<file path="config.mk">
export PLATFORM = sky130hd
export DESIGN_NAME = submodulo_sensor_ir
export DESIGN_NICKNAME = d
export VERILOG_FILES = /design/src/rtl/submodulo_sensor_ir.sv
export SDC_FILE = /design/constraint.sdc
export NUM_CORES = 1
export LEC_CHECK = 0
export ABC_AREA = 1
export CAP_MARGIN = 5
export CORE_MARGIN = 10
export CORE_UTILIZATION = 55
export CTS_BUF_LIST = sky130_fd_sc_hd__clkbuf_4
export CTS_CLUSTER_DIAMETER = 60
export DETAILED_ROUTE_END_ITERATION = 6
export PLACE_DENSITY = 0.72
export SLEW_MARGIN = 20
export SYNTH_ARGS = -nofsm -noshare
export SYNTH_HDL_FRONTEND = slang
export SYNTH_SLANG_ARGS = --single-unit
export TNS_END_PERCENT = 10
</file>
<file path="constraint.sdc">
create_clock -name clk -period 2.48 [get_ports clk]
set_clock_uncertainty 0.2 [all_clocks]
set_input_delay 0.496 -clock clk [delete_from_list [all_inputs] [get_ports clk]]
set_output_delay 0.496 -clock clk [all_outputs]
set_load 0.01 [all_outputs]
</file>
<file path="src/rtl/submodulo_sensor_ir.sv">
// submodulo_sensor_ir: infrared presence front-end (synchroniser, debounce, hold stretch, stuck-high fault)
// Ports:
//    clk            in  system clock, posedge
//    rst            in  asynchronous active-low reset
//    ir_raw         in  raw sensor level (async), 1 = detection
//    enable         in  1 = active, 0 = forced idle
//    infravermelho  out conditioned presence
//    deteccao_pulse out one-cycle pulse on AUSENTE->PRESENTE
//    falha          out stuck-high fault flag (only with IR_FAULT_EN defined, else 0)
// Build option: define IR_FAULT_EN to implement the stuck-high counter and FALHA state.
module submodulo_sensor_ir #(
   parameter int SYNC_STAGES = 2,
   parameter int DEBOUNCE_T  = 1000,
   parameter int HOLD_T      = 500,
   parameter int STUCK_T     = 60000
) (
   input  logic clk,
   input  logic rst,
   input  logic ir_raw,
   input  logic enable,
   output logic infravermelho,
   output logic deteccao_pulse,
   output logic falha
);
   if (SYNC_STAGES < 2 || DEBOUNCE_T < 1 || DEBOUNCE_T > 65535 || HOLD_T < 1 || HOLD_T > 65535 ||
       STUCK_T < 1 || STUCK_T > 65535) begin : g_param_err
      $error("submodulo_sensor_ir: parameter out of range");
   end

   typedef enum logic [1:0] {
      AUSENTE  = 2'd0,
      PRESENTE = 2'd1,
      RETENCAO = 2'd2
`ifdef IR_FAULT_EN
      , FALHA  = 2'd3
`endif
   } state_t;

   localparam logic [15:0] DB_LAST = 16'(DEBOUNCE_T - 1);
   localparam logic [15:0] HO_LAST = 16'(HOLD_T - 1);

   function automatic logic [15:0] sat_inc(input logic [15:0] v);
      return v + 16'(v != 16'hFFFF);
   endfunction

   logic [SYNC_STAGES-1:0] sync_q;
   logic                   ir_s;
   logic                   filt_q, filt_d;
   logic [15:0]            db_cnt_q, db_cnt_d;
   logic [15:0]            ho_cnt_q, ho_cnt_d;
   state_t                 state_q, state_d;
   logic                   ir_q, pulse_q;

   assign ir_s = sync_q[SYNC_STAGES-1];

`ifdef IR_FAULT_EN
   localparam logic [15:0] ST_LAST = 16'(STUCK_T - 1);
   logic [15:0] st_cnt_q, st_cnt_d;
   logic        falha_q;
   assign falha = falha_q;
`else
   assign falha = 1'b0;
`endif

   always_comb begin
      // a change of the synchronised level must persist DEBOUNCE_T cycles before filt follows
      filt_d   = (ir_s != filt_q && db_cnt_q == DB_LAST) ? ir_s : filt_q;
      db_cnt_d = (ir_s == filt_q || db_cnt_q == DB_LAST) ? 16'd0 : sat_inc(db_cnt_q);
      state_d  = state_q;
      ho_cnt_d = 16'd0;
      case (state_q)
         AUSENTE:  state_d = filt_q ? PRESENTE : AUSENTE;
`ifdef IR_FAULT_EN
         PRESENTE: state_d = !filt_q ? RETENCAO : (st_cnt_q == ST_LAST) ? FALHA : PRESENTE;
         FALHA:    state_d = filt_q ? FALHA : AUSENTE;
`else
         PRESENTE: state_d = filt_q ? PRESENTE : RETENCAO;
`endif
         RETENCAO: begin
            // a retrigger wins over hold expiry in the same cycle
            state_d  = filt_q ? PRESENTE : (ho_cnt_q == HO_LAST) ? AUSENTE : RETENCAO;
            ho_cnt_d = (state_d == RETENCAO) ? sat_inc(ho_cnt_q) : 16'd0;
         end
         default:  state_d = AUSENTE;
      endcase
`ifdef IR_FAULT_EN
      st_cnt_d = (state_q == PRESENTE && state_d == PRESENTE) ? sat_inc(st_cnt_q) : 16'd0;
`endif
      if (!enable) begin
         filt_d   = 1'b0;
         db_cnt_d = 16'd0;
         ho_cnt_d = 16'd0;
         state_d  = AUSENTE;
`ifdef IR_FAULT_EN
         st_cnt_d = 16'd0;
`endif
      end
   end

   always_ff @(posedge clk or negedge rst) begin
      if (!rst) begin
         sync_q   <= '0;
         filt_q   <= 1'b0;
         db_cnt_q <= 16'd0;
         ho_cnt_q <= 16'd0;
         state_q  <= AUSENTE;
         ir_q     <= 1'b0;
         pulse_q  <= 1'b0;
`ifdef IR_FAULT_EN
         st_cnt_q <= 16'd0;
         falha_q  <= 1'b0;
`endif
      end else begin
         sync_q   <= {sync_q[SYNC_STAGES-2:0], ir_raw};
         filt_q   <= filt_d;
         db_cnt_q <= db_cnt_d;
         ho_cnt_q <= ho_cnt_d;
         state_q  <= state_d;
         // outputs are registered copies of the next-state decode, so they track state_q exactly
         ir_q     <= (state_d == PRESENTE || state_d == RETENCAO);
         pulse_q  <= (state_q == AUSENTE && state_d == PRESENTE);
`ifdef IR_FAULT_EN
         st_cnt_q <= st_cnt_d;
         falha_q  <= (state_d == FALHA);
`endif
      end
   end

   assign infravermelho  = ir_q;
   assign deteccao_pulse = pulse_q;
endmodule

</file>
=== Word level (Yosys, flattened, before mapping) ===
Cells that the tools add are included.

* Reduce and logical (&&, ||, !) cells: 5
* Equality and inequality tests: 12
* $add $sub $neg: 2
* Mux-type cells: 13

{| class="wikitable"
|+ Operators with widths
! operator !! count
|-
| 2-to-1 mux 16 bit || 5
|-
| adder 16 x 1 -> 16 bit || 2
|-
| inequality test 16 bit, second input constant || 2
|-
| equality test 16 x 10 -> 1 bit, second input constant || 1
|-
| equality test 16 x 9 -> 1 bit, second input constant || 1
|-
| 2-to-1 mux 2 bit || 4
|-
| equality test 2 bit, second input constant || 3
|-
| one-hot mux 2 bit (3 select lines) || 1
|-
| equality test 2 x 1 -> 1 bit, second input constant || 2
|-
| 2-to-1 mux 1 bit || 3
|-
| logical AND 1 bit || 2
|-
| logical NOT 2 bit || 1
|-
| logical OR 1 bit || 2
|-
| inequality test 2 x 1 -> 1 bit, second input constant || 1
|-
| equality test 1 bit || 1
|-
| inequality test 1 bit || 1
|}

* Output and inout bits: 3
* Word-level logic and storage cells: 39
* Bits of input ports: 4
* Bits in registers: 39

=== Logic depth before layout (Yosys ltp) ===
Gate-level depths: netlist of run 1.

* Word-level depth: 7
* Gate-level depth with buffers: 12
* Mapped depth without buffers: 12

=== Worst setup path before layout of run 1 ===
OpenSTA, ideal clock, no wires.

* Path kind: reg2reg
* Start point: register db_cnt_q[3]
* End point: register db_cnt_q[8]
* Data arrival time: 1.562 ns
* Stages on the path, launching flop included: 10
* Library setup time: 0.118 ns
* Required time: 2.162 ns
* Setup slack: 0.599 ns
* Clock period less this slack: 1.881 ns
* Path buffers: 0
* Cell sequence: dfrtp_1 nand2_1 nor4_1 nand3_1 ha_1 nand2_1 nor2_1 nand2_1 xor2_1 nor2_1

* Longest elaborated chain between the ends: 4
* Elaborated cells on any way between the ends: 6
* Classes of those cells: add/sub: 1; eq/ne: 2; mux: 2; reduce/logical: 1

{| class="wikitable"
|+ RTL lines
! item !! line !! source
|-
| start, declared || 49 || <nowiki>logic [15:0] db_cnt_q, db_cnt_d;</nowiki>
|-
| start signal, assigned || 116 || <nowiki>db_cnt_q <= db_cnt_d;</nowiki>
|-
| inequality test 16 bit / equality test 16 x 10 -> 1 bit (equally long branches) || 43, 68 ||
|-
| adder 16 x 1 -> 16 bit / logical OR 1 bit (equally long branches) || 43, 68 ||
|-
| 2-to-1 mux 16 bit * || 68 || <nowiki>db_cnt_d = (ir_s == filt_q || db_cnt_q == DB_LAST) ? 16'd0 : sat_inc(db_cnt_q);</nowiki>
|-
| 2-to-1 mux 16 bit * || 89 || <nowiki>if (!enable) begin</nowiki>
|-
| via db_cnt_d[8] || 49 ||
|}

The timed path passes the listed nets; every way through them passes the cells marked *.
A chain may end at the register's enable or synchronous reset.

=== Final worst setup path of run 1 ===
* Start point: register db_cnt_q[2]
* End point: register db_cnt_q[12]

The elaborated chain is that of the path after synthesis.

==> results of run 1 <==
==> sequential cells by signal, summed over array words and instances, names as in the netlist <==
register / cells
db_cnt_q: 16
ho_cnt_q: 16
state_q: 2
sync_q: 2
deteccao_pulse: 1
filt_q: 1
infravermelho: 1
==> where the power goes <==
group	leakage [nW]	switching (mW)	internal [mW]
Sequential	0.539	0.00442	0.640
Combinational	0.453	0.0267	0.0132
Clock	0.0361	0.198	0.133
==> per-layer routing <==
metal,part of all wire,GRT usage
met1,0.46,0.1517
met2,0.48,0.2372
met3,0.029,0.02808
met4,0.027,0.08027
met5,0,0
==> through the flow <==
stage	instance area [um2]	hold WS [ps]	cells
after floorplan	2153	0.4090	285
after global placement	2255	135.8	338
after detailed placement	2255	140.3	338
after CTS	2322	166.7	347
after global routing	2322	172.7	347
final	2322	161.4	347
==> repair_timing <==
action,CTS,global route
setup endpoints to repair,0,0
endpoints found under the hold margin,17,0
resized for setup,0,0
hold buffers,1,0
==> worst max-delay path by stage <==
| stage | from | end | cells after the start | slack [ps] |
|---|---|---|---|---|
| after CTS | db_cnt_q[2] | db_cnt_q[12] | 10 | 330 |
| after detailed placement | enable | deteccao_pulse | 10 | 200 |
| after global placement | enable | deteccao_pulse | 10 | 240 |
| final | db_cnt_q[2] | db_cnt_q[12] | 10 | 320 |
| after global routing | db_cnt_q[2] | db_cnt_q[12] | 10 | 160 |
| after floorplan | db_cnt_q[3] | db_cnt_q[8] | 9 | 600 |
==> layout by cell type (no fill, tap or decap), types with 2 or more instances in the layout <==
cell	n
a21oi_1	2
buf_4	3
clkbuf_4	7
clkdlybuf4s50_1	4
dfrtp_1	39
ha_1	5
inv_1	35
nand2_1	65
nand2_2	3
nand3_1	24
nand4_1	4
nor2_1	69
nor3_1	2
nor3_2	4
o21ai_0	4
xnor2_1	6
xor2_1	11
==> cells by family after synthesis <==
| family | Yosys count | synth area share |
|---|---|---|
| AND/OR/NAND/NOR | 177 | 0.3539 |
| flip-flops | 39 | 0.4532 |
| buffers and inverters | 38 | 0.07321 |
| XOR/XNOR | 17 | 0.06914 |
| AO/OA/AOI/OAI | 8 | 0.01976 |
| adder cells (fa/ha/maj) | 5 | 0.02905 |
| other | 1 | 0.001742 |
==> cell type report <==
cell class                 count  area share
multi-input combinational    208      0.4391
sequential                    39      0.4203
inverter                      35     0.05657
timing repair buffer           9     0.03341
tap                           48     0.02586
clock buffer                   7     0.02263
clock inverter                 1    0.002155
==> key figures, run 1 <==
Clock tree
  – H-tree depth: 2
  – # Post-CTS Setup Buffers: 0
  – TritonCTS clock tree: built
  – Num Clock Sinks: 39
  – CTS Buffer Depth: 2
  – Clock Latency Late Sink: 340 ps
  – Clk slew on worst S/H paths: 110 ps
  – Cts bufs inserted: 5
  – CTS Root Cell: clkbuf_4

Worst setup path
  – Slowest-stage cell, CP: dfrtp_1
  – Critical path arrival: 2210 ps
  – Reg2reg start: db_cnt_q[2]
  – Crit path max fanout: 6
  – R2R depth: 10
  – Worst path max stage delay: 430 ps
  – Critical path startpoint category: flop
  – Crit path capture type: flop
  – Crit-path cells: nand2_1 -> nor4_1 -> nand3_1 -> ha_1 -> nand2_1 -> nor2_1 -> nand3_1 -> nand2_1 -> nand3_1 -> nor2_1
  – Flop2flop setup slack: 320 ps
  – CP Data Required Time: 2520 ps
  – CP bufs+invs: 0
  – Worst reg2reg endpoint: db_cnt_q[12]
  – Kind of critical path: reg2reg
  – Critical path's top delay family: simple AND/OR/NAND/NOR gates

Floorplan
  – Die Wd: 82.57 um
  – Die height: 82.57 um
  – Die area: 0.006818 mm2
  – Starting Density: 0.5795
  – I/O pin count: 7
  – Core Area: 0.003716 mm2
  – Row count: 22

Global route
  – First-pass GRT wire length: 7327 um
  – Final global-route overflow total: 0
  – Pin count of the biggest net entering global routing: 20
  – Gr usage total: 0.1368
  – Vias in the first global route: 1769
  – Initial antenna violation count: 0

Finish
  – ANT cells: 0
  – Final net count: 307
  – Multi-input gate area: 0.001020 mm2
  – Finished Core Util: 0.6249
  – Seq. cell area: 975.9 um2
  – Area Overhead vs Synth: 7.844%
  – Layout cells sized above 1: 0.07023
  – FILL cells: 336

Placement
  – Post-DP HPWL: 3094 um
  – Pre-CTS WS: 200.3 ps
  – Placer Congestion: 0.8949
  – I/O Buffers: 5

Synthesis
  – Synth Net Count: 294
  – List of most frequent post-synthesis cells: nor2_1, nand2_1, dfrtp_1
  – Ys flop type: dfrtp_1
  – EDFF count, synth: 0
  – Register area share after synthesis: 0.4532
  – Top cells by area, synth: dfrtp_1, nor2_1, nand2_1, inv_1, nand3_1
  – Post-Syn Area: 0.002153 mm2
  – Synthesized flop and latch total: 39
  – Area leader, netlist: dfrtp_1
  – Area share of the largest cell type after synthesis: 0.4532
  – Distinct cells, synth: 25
  – Cell with the most instances after synthesis: nor2_1
  – Post-Syn Instances: 285
  – Post-synth ARST share: 1.000
  – Syn Area/Cell: 7.555 um2
  – Number of synthesis warnings: 0

Pwr
  – Worst vdd ir: 0.3005 mV
  – Power Total: 1.014 mW
  – Static Leak: 1.028 nW
  – Pwr Density: 436.8 mW/mm2

STA
  – Slew Limit Fails: 0
  – Finish-stage setup viols: 0
  – Final hold violations: 0
  – Final min period: 2163 ps
  – Setup slack after layout: 316.9 ps
  – Total negative slack: 0 ps
  – Final Cycle Share: 0.8722
  – Max Freq: 0.4623 GHz
  – RSZ-0062 raised after global routing: no

Drt
  – DRT antenna net count: 0
  – Drt via density: 4.931
  – Pre-antenna DRT Iters: 4
  – Post-Route WL: 4061 um
  – 1st-iter DRT viols: 57
  – WL/cell: 11.70 um
  – Vias: 1711
  – DRC errors left: 0

Outcome
  – Status: complete, no violations

Hold path
  – Worst Hold Depth: 0
  – Hold WC Path Type: reg2reg
  – WHS Endpoint: sync_q[1]
  – Hold wc startpoint: sync_q[0]

Run
  – Maxcap violations: 0
(Power assumes the default switching activity.)
==> run 2: changes to the inputs <==
- PLACE_DENSITY: 0.72 -> 0.81
==> run 2 against run 1 <==
- hold slack worse by 130 ps
- routed wire length is 1.6% lower
- register-to-register slack hardly changed
- non-clock buffer count is 3 lower
==> key figures, run 2 (synthesis gave the netlist of run 1 again) <==
Finish
  – Area Overhead vs Synth: 7.786%
  – Multi-input gate area: 0.001020 mm2
  – Seq. cell area: 975.9 um2
  – Final net count: 304
  – Most common cell after layout, fill and taps aside: nor2_1
  – Most frequent cells in the layout: nor2_1, nand2_1, dfrtp_1, inv_1, nand3_1
  – ANT cells: 0
  – Finished Core Util: 0.6246
  – Layout cells sized above 1: 0.06419
  – Final std cell area, no fill: 0.002321 mm2
  – Largest registers: db_cnt_q (16), ho_cnt_q (16)
  – FILL cells: 324

Global route
  – Initial antenna violation count: 0
  – First-pass GRT wire length: 7086 um
  – Final global-route overflow total: 0
  – Vias in the first global route: 1667
  – Pin count of the biggest net entering global routing: 40
  – Gr usage total: 0.1344

Floorplan
  – Die Wd: 82.57 um
  – Starting Density: 0.5795
  – Die area: 0.006818 mm2
  – I/O pin count: 7
  – Row count: 22
  – Core Area: 0.003716 mm2
  – Die height: 82.57 um

Worst setup path
  – Kind of critical path: reg2reg
  – Critical path's top delay family: simple AND/OR/NAND/NOR gates
  – Crit path max fanout: 6
  – Slowest-stage cell, CP: dfrtp_1
  – CP Data Required Time: 2540 ps
  – Reg2reg start: db_cnt_q[3]
  – Crit path capture type: flop
  – Most common cell on crit path: nand2_1
  – Worst path max stage delay: 430 ps
  – Worst reg2reg endpoint: db_cnt_q[7]
  – R2R depth: 9
  – Flop2flop setup slack: 310 ps
  – CP bufs+invs: 0
  – Critical path arrival: 2230 ps
  – Crit-path cells: nand2_1 -> nor4_1 -> nand3_1 -> ha_1 -> nand2_1 -> nor2_1 -> nand2_1 -> xor2_1 -> nor2_1
  – Critical path startpoint category: flop

Drt
  – Pre-antenna DRT Iters: 4
  – Vias: 1744
  – Post-Route WL: 3998 um
  – WL/cell: 11.62 um
  – 1st-iter DRT viols: 88
  – DRC errors left: 0
  – DRT antenna net count: 0
  – Drt via density: 5.070

Clock tree
  – Clock Latency Late Sink: 360 ps
  – Clk slew on worst S/H paths: 130 ps
  – # Post-CTS Setup Buffers: 0
  – H-tree depth: 2
  – Num Clock Sinks: 39
  – CTS Root Cell: clkbuf_4
  – Cts bufs inserted: 5
  – Post-CTS resize count: 0
  – TritonCTS clock tree: built
  – Hold Buf Count CTS: 0
  – CTS Buffer Depth: 2

Pwr
  – Static Leak: 1.023 nW
  – Worst vdd ir: 0.3896 mV
  – Pwr Density: 478.9 mW/mm2

STA
  – Slew Limit Fails: 0
  – Final Cycle Share: 0.8746
  – Total negative slack: 0 ps
  – Max Freq: 0.4611 GHz
  – Final hold violations: 0
  – Final min period: 2169 ps
  – Finish-stage setup viols: 0
  – Max-Slew Margin vs Limit: 0.4364
  – Slew @ Worst Pin: 845.3 ps
  – RSZ-0062 raised after global routing: no

Placement
  – I/O Buffers: 5
  – Placer Congestion: 0.9226
  – Post-DP HPWL: 2953 um
  – Placed instance area: 0.002240 mm2

Run
  – Maxcap violations: 0

Outcome
  – Status: complete, no violations

Hold path
  – Hold WC Path Type: in2async
==> run 2: worst max-delay path by stage <==
| stage | end | cells past startpoint | startpoint | slack [ps] |
|---|---|---|---|---|
| after floorplan | db_cnt_q[8] | 9 | db_cnt_q[3] | 600 |
| after global placement | deteccao_pulse | 10 | enable | 250 |
| after detailed placement | infravermelho | 10 | enable | 180 |
| after CTS | db_cnt_q[7] | 9 | db_cnt_q[3] | 340 |
| after global routing | db_cnt_q[12] | 10 | db_cnt_q[3] | 200 |
| final | db_cnt_q[7] | 9 | db_cnt_q[3] | 310 |
==> run 2: power by group <==
group,total (mW),switching [mW],internal [mW]
sequential,0.645,0.00448,0.640
clock,0.430,0.218,0.212
combinational,0.0365,0.0264,0.0101
==> run 2: through the flow <==
step | power, mW | hold slack, ps | setup WS [ps] | instances
2_1_floorplan | 0.6759 | 0.4090 | 599.4 | 285
3_3_place_gp | 0.6936 | 135.8 | 247.0 | 336
3_5_place_dp | 0.6945 | 152.4 | 184.8 | 336
4_1_cts | 1.130 | 45.85 | 335.7 | 344
5_1_grt | 1.164 | 71.89 | 199.9 | 344
6_report | 1.112 | 26.96 | 311.1 | 344
==> run 2: area by class of cell <==
| type | instances | area share |
|---|---|---|
| multi-input combinational | 208 | 0.4394 |
| sequential | 39 | 0.4205 |
| clock inverter | 3 | 0.01887 |
| clock buffer | 5 | 0.01617 |
| inverter | 35 | 0.05660 |
| tap | 48 | 0.02588 |
| timing repair buffer | 6 | 0.02264 |
==> run 2: worst register-to-register path, stage by stage, from the launching register on <==
cell	delay, ps
dfrtp_1	430
nand2_1	170
nor4_1	320
nand3_1	160
ha_1	250
nand2_1	120
nor2_1	50
nand2_1	130
xor2_1	180
nor2_1	70
==> run 2: metal layers <==
layer	up-vias	routed length (um)	track usage
met4	0	132	0.07358
met3	14	205	0.04212
met1	796	1751	0.1533
li1	892	-	-
met5	-	0	0
met2	42	1909	0.2201
